[config.mk]
export PLATFORM = sky130hd
export DESIGN_NAME = reset_sequencer
export DESIGN_NICKNAME = d
export VERILOG_FILES = /design/src/rtl/reset_sequencer.sv
export SDC_FILE = /design/constraint.sdc
export NUM_CORES = 1
export LEC_CHECK = 0
export CORE_MARGIN = 5
export CORE_UTILIZATION = 45
export CTS_BUF_LIST = sky130_fd_sc_hd__clkbuf_8 sky130_fd_sc_hd__clkbuf_16
export DETAILED_ROUTE_END_ITERATION = 8
export PLACE_DENSITY = 0.75
export REMOVE_ABC_BUFFERS = 1
export SYNTH_ARGS = -nofsm -noshare
export SYNTH_HDL_FRONTEND = slang
export SYNTH_SLANG_ARGS = --single-unit
[constraint.sdc]
create_clock -name clk -period 2 [get_ports clk]
set_input_delay 0.4 -clock clk [delete_from_list [all_inputs] [get_ports clk]]
set_output_delay 0.4 -clock clk [all_outputs]
set_load 0.05 [all_outputs]
[src/rtl/reset_sequencer.sv]
// Board reset conditioner: async-assert / sync-deassert of rst, then staggered release of
// CHANNELS reset outputs GAP cycles apart, plus a soft-reset pulse. Define RESET_SEQ_ACK_EN for ack gating.
module reset_sequencer #(
  parameter int STAGES      = 4,
  parameter int CHANNELS    = 3,
  parameter int GAP         = 16,
  parameter int MIN_PULSE   = 8,
  parameter int ACK_TIMEOUT = 1024
) (
  input  logic                clk,
  input  logic                rst,
  input  logic                soft_rst,
  output logic [CHANNELS-1:0] rst_out,
  output logic                ready
`ifdef RESET_SEQ_ACK_EN
  ,
  input  logic [CHANNELS-1:0] ack,
  output logic                ack_err
`endif
);

  localparam int CNT_TOP = (GAP > MIN_PULSE) ? GAP : MIN_PULSE;
  localparam int CNT_W   = (CNT_TOP > 1) ? $clog2(CNT_TOP) : 1;
  localparam int IDX_W   = (CHANNELS > 1) ? $clog2(CHANNELS) : 1;
  localparam logic [CNT_W-1:0] GAP_LAST   = CNT_W'(GAP - 1);
  localparam logic [CNT_W-1:0] PULSE_LAST = CNT_W'(MIN_PULSE - 1);
  localparam logic [IDX_W-1:0] IDX_LAST   = IDX_W'(CHANNELS - 1);

  typedef enum logic [1:0] {S_HOLD, S_GAP, S_RUN, S_PULSE} state_t;

  state_t              state_q, state_d;
  logic [CNT_W-1:0]    cnt_q, cnt_d;
  logic [IDX_W-1:0]    idx_q, idx_d;
  logic [CHANNELS-1:0] rst_out_q, rst_out_d;
  logic                ready_q, ready_d;

  // Deassertion synchroniser: a zero walks through the chain once rst is low.
  logic [STAGES-1:0] chain_q, chain_d;
  logic              rst_c;

  assign chain_d = {chain_q[STAGES-2:0], 1'b0};
  assign rst_c   = chain_q[STAGES-1];

  always_ff @(posedge clk or posedge rst) begin
    if (rst) chain_q <= '1;
    else     chain_q <= chain_d;
  end

  logic waiting;

`ifdef RESET_SEQ_ACK_EN
  localparam int TO_W = (ACK_TIMEOUT > 1) ? $clog2(ACK_TIMEOUT) : 1;
  localparam logic [TO_W-1:0] TO_LAST = TO_W'(ACK_TIMEOUT - 1);

  logic [CHANNELS-1:0] ack_prev;
  logic [TO_W-1:0]     tcnt_q, tcnt_d;
  logic                ackd_q, ackd_d;
  logic                ack_err_q, ack_err_d;

  // Channel 0 has no predecessor, so its gate is always open.
  assign ack_prev[0] = 1'b1;
  generate
    for (genvar gi = 1; gi < CHANNELS; gi++) begin : g_ack_prev
      assign ack_prev[gi] = ack[gi-1];
    end
  endgenerate

  assign waiting = !ackd_q && !ack_prev[idx_q];
  assign ack_err = ack_err_q;
`else
  assign waiting = 1'b0;
`endif

  logic go_pulse;
  assign go_pulse = soft_rst && ((state_q == S_GAP) || (state_q == S_RUN));

  always_comb begin
    state_d   = state_q;
    cnt_d     = cnt_q;
    idx_d     = idx_q;
    rst_out_d = rst_out_q;
    ready_d   = ready_q;
`ifdef RESET_SEQ_ACK_EN
    tcnt_d    = tcnt_q;
    ackd_d    = ackd_q;
    ack_err_d = ack_err_q;
`endif
    if (go_pulse) begin
      state_d   = S_PULSE;
      rst_out_d = '1;
      ready_d   = 1'b0;
      cnt_d     = '0;
`ifdef RESET_SEQ_ACK_EN
      tcnt_d    = '0;
      ackd_d    = 1'b0;
`endif
    end else begin
      case (state_q)
        S_HOLD: begin
          rst_out_d = '1;
          ready_d   = 1'b0;
          if (!rst_c) begin
            state_d = S_GAP;
            cnt_d   = '0;
            idx_d   = '0;
          end
        end
        S_GAP: begin
          if (waiting) begin
`ifdef RESET_SEQ_ACK_EN
            // A missing ack is flagged but never stalls the sequence for good.
            tcnt_d = tcnt_q + TO_W'(1);
            if (tcnt_q == TO_LAST) begin
              ack_err_d = 1'b1;
              ackd_d    = 1'b1;
              tcnt_d    = '0;
            end
`endif
          end else begin
`ifdef RESET_SEQ_ACK_EN
            ackd_d = 1'b1;
`endif
            if (cnt_q == GAP_LAST) begin
              rst_out_d[idx_q] = 1'b0;
              cnt_d            = '0;
`ifdef RESET_SEQ_ACK_EN
              ackd_d = 1'b0;
              tcnt_d = '0;
`endif
              if (idx_q == IDX_LAST) begin
                state_d = S_RUN;
                ready_d = 1'b1;
              end else begin
                idx_d = idx_q + IDX_W'(1);
              end
            end else begin
              cnt_d = cnt_q + CNT_W'(1);
            end
          end
        end
        S_RUN: begin
          rst_out_d = '0;
          ready_d   = 1'b1;
        end
        S_PULSE: begin
          rst_out_d = '1;
          ready_d   = 1'b0;
          // The minimum hold is measured from the fall of soft_rst.
          if (soft_rst) begin
            cnt_d = '0;
          end else if (cnt_q == PULSE_LAST) begin
            state_d = S_GAP;
            cnt_d   = '0;
            idx_d   = '0;
          end else begin
            cnt_d = cnt_q + CNT_W'(1);
          end
        end
        default: state_d = S_HOLD;
      endcase
    end
  end

  always_ff @(posedge clk or posedge rst) begin
    if (rst) begin
      state_q   <= S_HOLD;
      cnt_q     <= '0;
      idx_q     <= '0;
      rst_out_q <= '1;
      ready_q   <= 1'b0;
`ifdef RESET_SEQ_ACK_EN
      tcnt_q    <= '0;
      ackd_q    <= 1'b0;
      ack_err_q <= 1'b0;
`endif
    end else begin
      state_q   <= state_d;
      cnt_q     <= cnt_d;
      idx_q     <= idx_d;
      rst_out_q <= rst_out_d;
      ready_q   <= ready_d;
`ifdef RESET_SEQ_ACK_EN
      tcnt_q    <= tcnt_d;
      ackd_q    <= ackd_d;
      ack_err_q <= ack_err_d;
`endif
    end
  end

  assign rst_out = rst_out_q;
  assign ready   = ready_q;

endmodule
Word level (Yosys, flattened, before mapping)
Index checks and enable logic that the tools add are counted.
- output and inout bits: 4
- input port bits: 3
- bits in registers: 16
- logic and storage cells: 68
- mux-type cells: 28
- bitwise gates (word level): 3
- order comparisons: 2
- eq/ne operators: 16
- reduce and logical (&&, ||, !) cells: 11
- add/sub/neg operators: 2
- operator list (kind ; count):
    $mux W2 ; 11
    $mux W4 ; 5
    $pmux W2 S3 ; 2
    $pmux W4 S3 ; 1
    $ne A3 B3 Y1 const B ; 3
    $pmux W3 S3 ; 1
    $ne A2 B2 Y1 const B ; 4
    $reduce_and A7 Y1 ; 1
    $eq A2 B2 Y1 const B ; 3
    $mux W3 ; 2
    $ne A3 B2 Y1 const B ; 2
    $reduce_and A6 Y1 ; 1
    $add A4 B1 Y4 const B ; 1
    $eq A4 B3 Y1 const B ; 1
    $eq A4 B4 Y1 const B ; 1
    $mux W1 ; 4
    $reduce_and A2 Y1 ; 2
    $reduce_bool A4 Y1 ; 1
    $and A3 B3 Y3 ; 1
    $lt A2 B3 Y1 const B ; 1
    $not A3 Y3 ; 1
    $pmux W1 S3 ; 1
    $reduce_bool A3 Y1 ; 1
    $add A2 B1 Y2 const B ; 1
    9 further kinds ; 10

Logic depth before layout (Yosys ltp)
- depth after elaboration: 9
- mapped depth: 6
- depth with buffers taken out: 6

Least setup slack after synthesis
OpenSTA, ideal clock, no wires.
- path type: register to register
- start point: register state_q[0]
- end point: register state_q[0]
- arrival time: 1484 ps
- buffers on the path: 0
- setup time: 122 ps
- cell stages (with the launch flop): 7
- setup slack: 394 ps
- path through: dfrtp_1 -> inv_1 -> ha_1 -> nor2b_1 -> o21ai_1 -> nand4b_1 -> a32o_1
- cells in the longest elaborated chain, start to end: 5
- ends and longest elaborated chain (element ; RTL line ; source):
    start, declared ; 31 ; state_t state_q, state_d;
    start signal, assigned ; 177 ; state_q <= state_d;
    $eq A2 B1 Y1 or $eq A2 B2 Y1 (tied branches) ; 75, 98 ;
    $logic_or A1 B1 Y1 ; 75 ; assign go_pulse = soft_rst && ((state_q == S_GAP) || (state_q == S_RUN));
    $logic_and A1 B1 Y1 ; 75 ;
    $ne A3 B3 Y1 (no line), or another cell as far along ; - ;
    $reduce_and A6 Y1 (no line) ; - ;
Parallel ways exist; a longest one is shown, timed or not.
A chain may end at the register's enable or synchronous reset.

Final worst setup path
- start point: register state_q[0]
- end point: register state_q[1]
Same word-level chain as after synthesis.

==> results.md <==
* Max IR drop VDD at around 0.0009 V
* Commonest cells post-synth: nand2_1, dfrtp_1, dfstp_2, ha_1
* Clock-pin slew on the worst setup and hold paths at 0.07 ns
* Yosys cell types at 35
* Run status: finished, final reports clean
* Final-report max-slew violation count at 0
* Clock Path Buffers at 2
* Mapped Area at 916 µm²
* Initial antenna violation count at 0
* Static Leak at 0.482 nW
* Hold WC Path Type: flip-flop to flip-flop
* Core Region at 0.00194 mm²
* DRC violations left at 0
* Setup bufs post-CTS at 0
* CTS sink count at 16
* CP Data Arrival Time at 1.99 ns
* Crit Path Class: flip-flop to flip-flop
* Rel. slew slack at 61.0%
* Most frequent cell after synthesis: nand2_1
* Synth Register Bits at 16
* Worst hold path depth at 0
* Least-Margin Pin Slew at 0.584 ns
* Crit-path max cell delay at 0.40 ns
* Final Routed Wirelength at between 1500 and 2000 µm
* ANT nets after route at 0
* Root Buffer: clkbuf_8
* Slowest CP cell: dfrtp_1
* Period minus WS final at 1.82 ns
* Final period util at 90.8%
* Crit. End Element: flip-flop
* I/O pins at 7
* Largest net degree at the start of global routing at 17
* YS warnings at 0
* Final nets at 112
* Worst reg-to-reg path cell count at 6
* RePlAce Congestion at approximately 0.87
* Fin util at 54.4%
* Vias at 674
* Crit path max fanout at 8
* Synthesized area per cell at 10.1 µm²
* Placed cells at between 100 and 150
* Async SR Flop Fraction at 100%
* Resize count post-CTS at 0
* Worst EP required at 2.17 ns
* Gr usage total at between 10% and 20%
* Max Fclk at 551 MHz
* Setup crit start kind: flip-flop
* Initial drt markers at 17
* Synth top area share at 24.6%
* First-pass GRT wire length at between 2000 and 3000 µm
* Layout Skew at 0.00540 ns
* Non-filler cells, final at 128
* I/O Buffers at 6
* Hold_buf cts at 0
* Post-synth EDFFs at 0
* DP HPWL at roughly 1200 µm
* Gr ovfl total at 0
* Largest cells by area after synthesis: dfrtp_1, dfstp_2, ha_1, nand2_1, mux2i_1
* RSZ-0062 raised after global routing: no
* Diode count at 0
* Share of cells above drive strength 1 at 20.8%
* Power per cell area at 1620 mW/mm²
* Synth area leader: dfrtp_1
* DR vias/cell at 5.27
* Htree depth at 1
* Num CTS Buffers at 3
* Seq/Total Area, Yosys at about 45%
* Crit path cell chain: inv_1, ha_1, nor2b_1, o21a_1, nor3b_2, mux2i_1
* Starting Density at 47.2%
* Sum of negative setup slack at 0 ns
* Worst skew pair latency at 0.25 ns
* Drt first pass iters at 4
* P&R area growth vs syn at 15.4%
* MaxCap Viol Count at 0
* Final setup fails at 0
* Final Hold Vio Count at 0
* WL per Instance at about 13 µm
* Vias in the first global route at 717
* Die Area at between 0.003 and 0.004 mm²
* Synthesized instance count at 91
* TritonCTS clock tree: done
* Chip width at 55.1 µm
* Top FF cell, synth: dfrtp_1
* Std-Cell Rows at 16
* DIE HEIGHT at about 55 µm
[layout by cell type, fill, tap and decap left out, types with 2 or more instances in the layout]
cell and instances:
nand2_1 14, dfrtp_1 9, ha_1 7, dfstp_2 7
inv_1 5, o21ai_0 5, buf_4 5, nand2b_1 4
nor2b_1 4, clkbuf_8 4, mux2i_1 3, a21oi_1 3
clkdlybuf4s50_1 3, and2_1 2, o21a_1 2, o21ai_1 2
nand3_1 2, nand4b_1 2
[final cells by class]
type | count | area (µm²)
well taps | 27 | 33.8
multi-input cells | 68 | 473
repair buffers | 8 | 67.6
flip-flops and latches | 16 | 409
fillers | 183 | 885
clock buffers | 4 | 55.1
inverters | 5 | 18.8
[final timing paths]
kind	from	end	slack, ns
min in group asynchronous	rst	cnt_q[0]	0.51
hold reg to reg	chain_q[2]	chain_q[3]	0.35
max in group asynchronous	rst	idx_q[1]	1.10
hold / removal	chain_q[2]	chain_q[3]	0.35
setup / recovery	state_q[0]	state_q[1]	0.18
setup reg to reg	state_q[0]	state_q[1]	0.18
[metal layers]
layer	vias to the layer above	wire length, µm	track usage [%]
met5	-	0	0
met4	0	9	4.05
met3	2	28	2.41
met2	4	850	23.0
met1	332	811	17.7
li1	336	-	-
[registers in the layout, indices dropped and copies added (netlist names)]
name	count
rst_out	3
idx_q	2
state_q	2
chain_q	4
ready	1
cnt_q	4
[kinds of logic after synthesis]
kind of cell | Yosys count | share of synthesized area (%)
AO/OA/AOI/OAI | 23 | 17.8
adder cells (fa/ha/maj) | 7 | 9.56
buffers and inverters | 7 | 3.69
flip-flops | 16 | 44.7
multiplexers | 3 | 3.28
other | 1 | 0.409
AND/OR/NAND/NOR | 34 | 20.6
[worst max-delay path, delay by kind of cell, from the launching register on]
family	cells	cell delay [ns]
buffers and inverters	1	0.06
adders and majority gates	1	0.39
DFF	1	0.40
AOI/OAI and AO/OA	1	0.27
and+or+nand+nor	2	0.42
muxes	1	0.20
[power by group]
part / internal, mW / switching [mW] / leakage, nW
logic: 0.367 / 0.560 / 0.266
registers: 0.446 / 0.0576 / 0.187
clock network: 0.174 / 0.112 / 0.0288
[stage by stage]
step                power (mW)  worst slack, ns  hold slack, ns  instance area (µm²)
floorplan                 1.19            0.383           0.309                  901
global placement          1.40            0.123           0.346                 1000
detailed placement        1.43           0.0769           0.347                 1000
CTS                       1.72            0.195           0.357                 1060
global route              1.85           0.0388           0.359                 1060
finish                    1.72            0.184           0.355                 1060
Note: power is estimated with default switching activity, not from simulation.
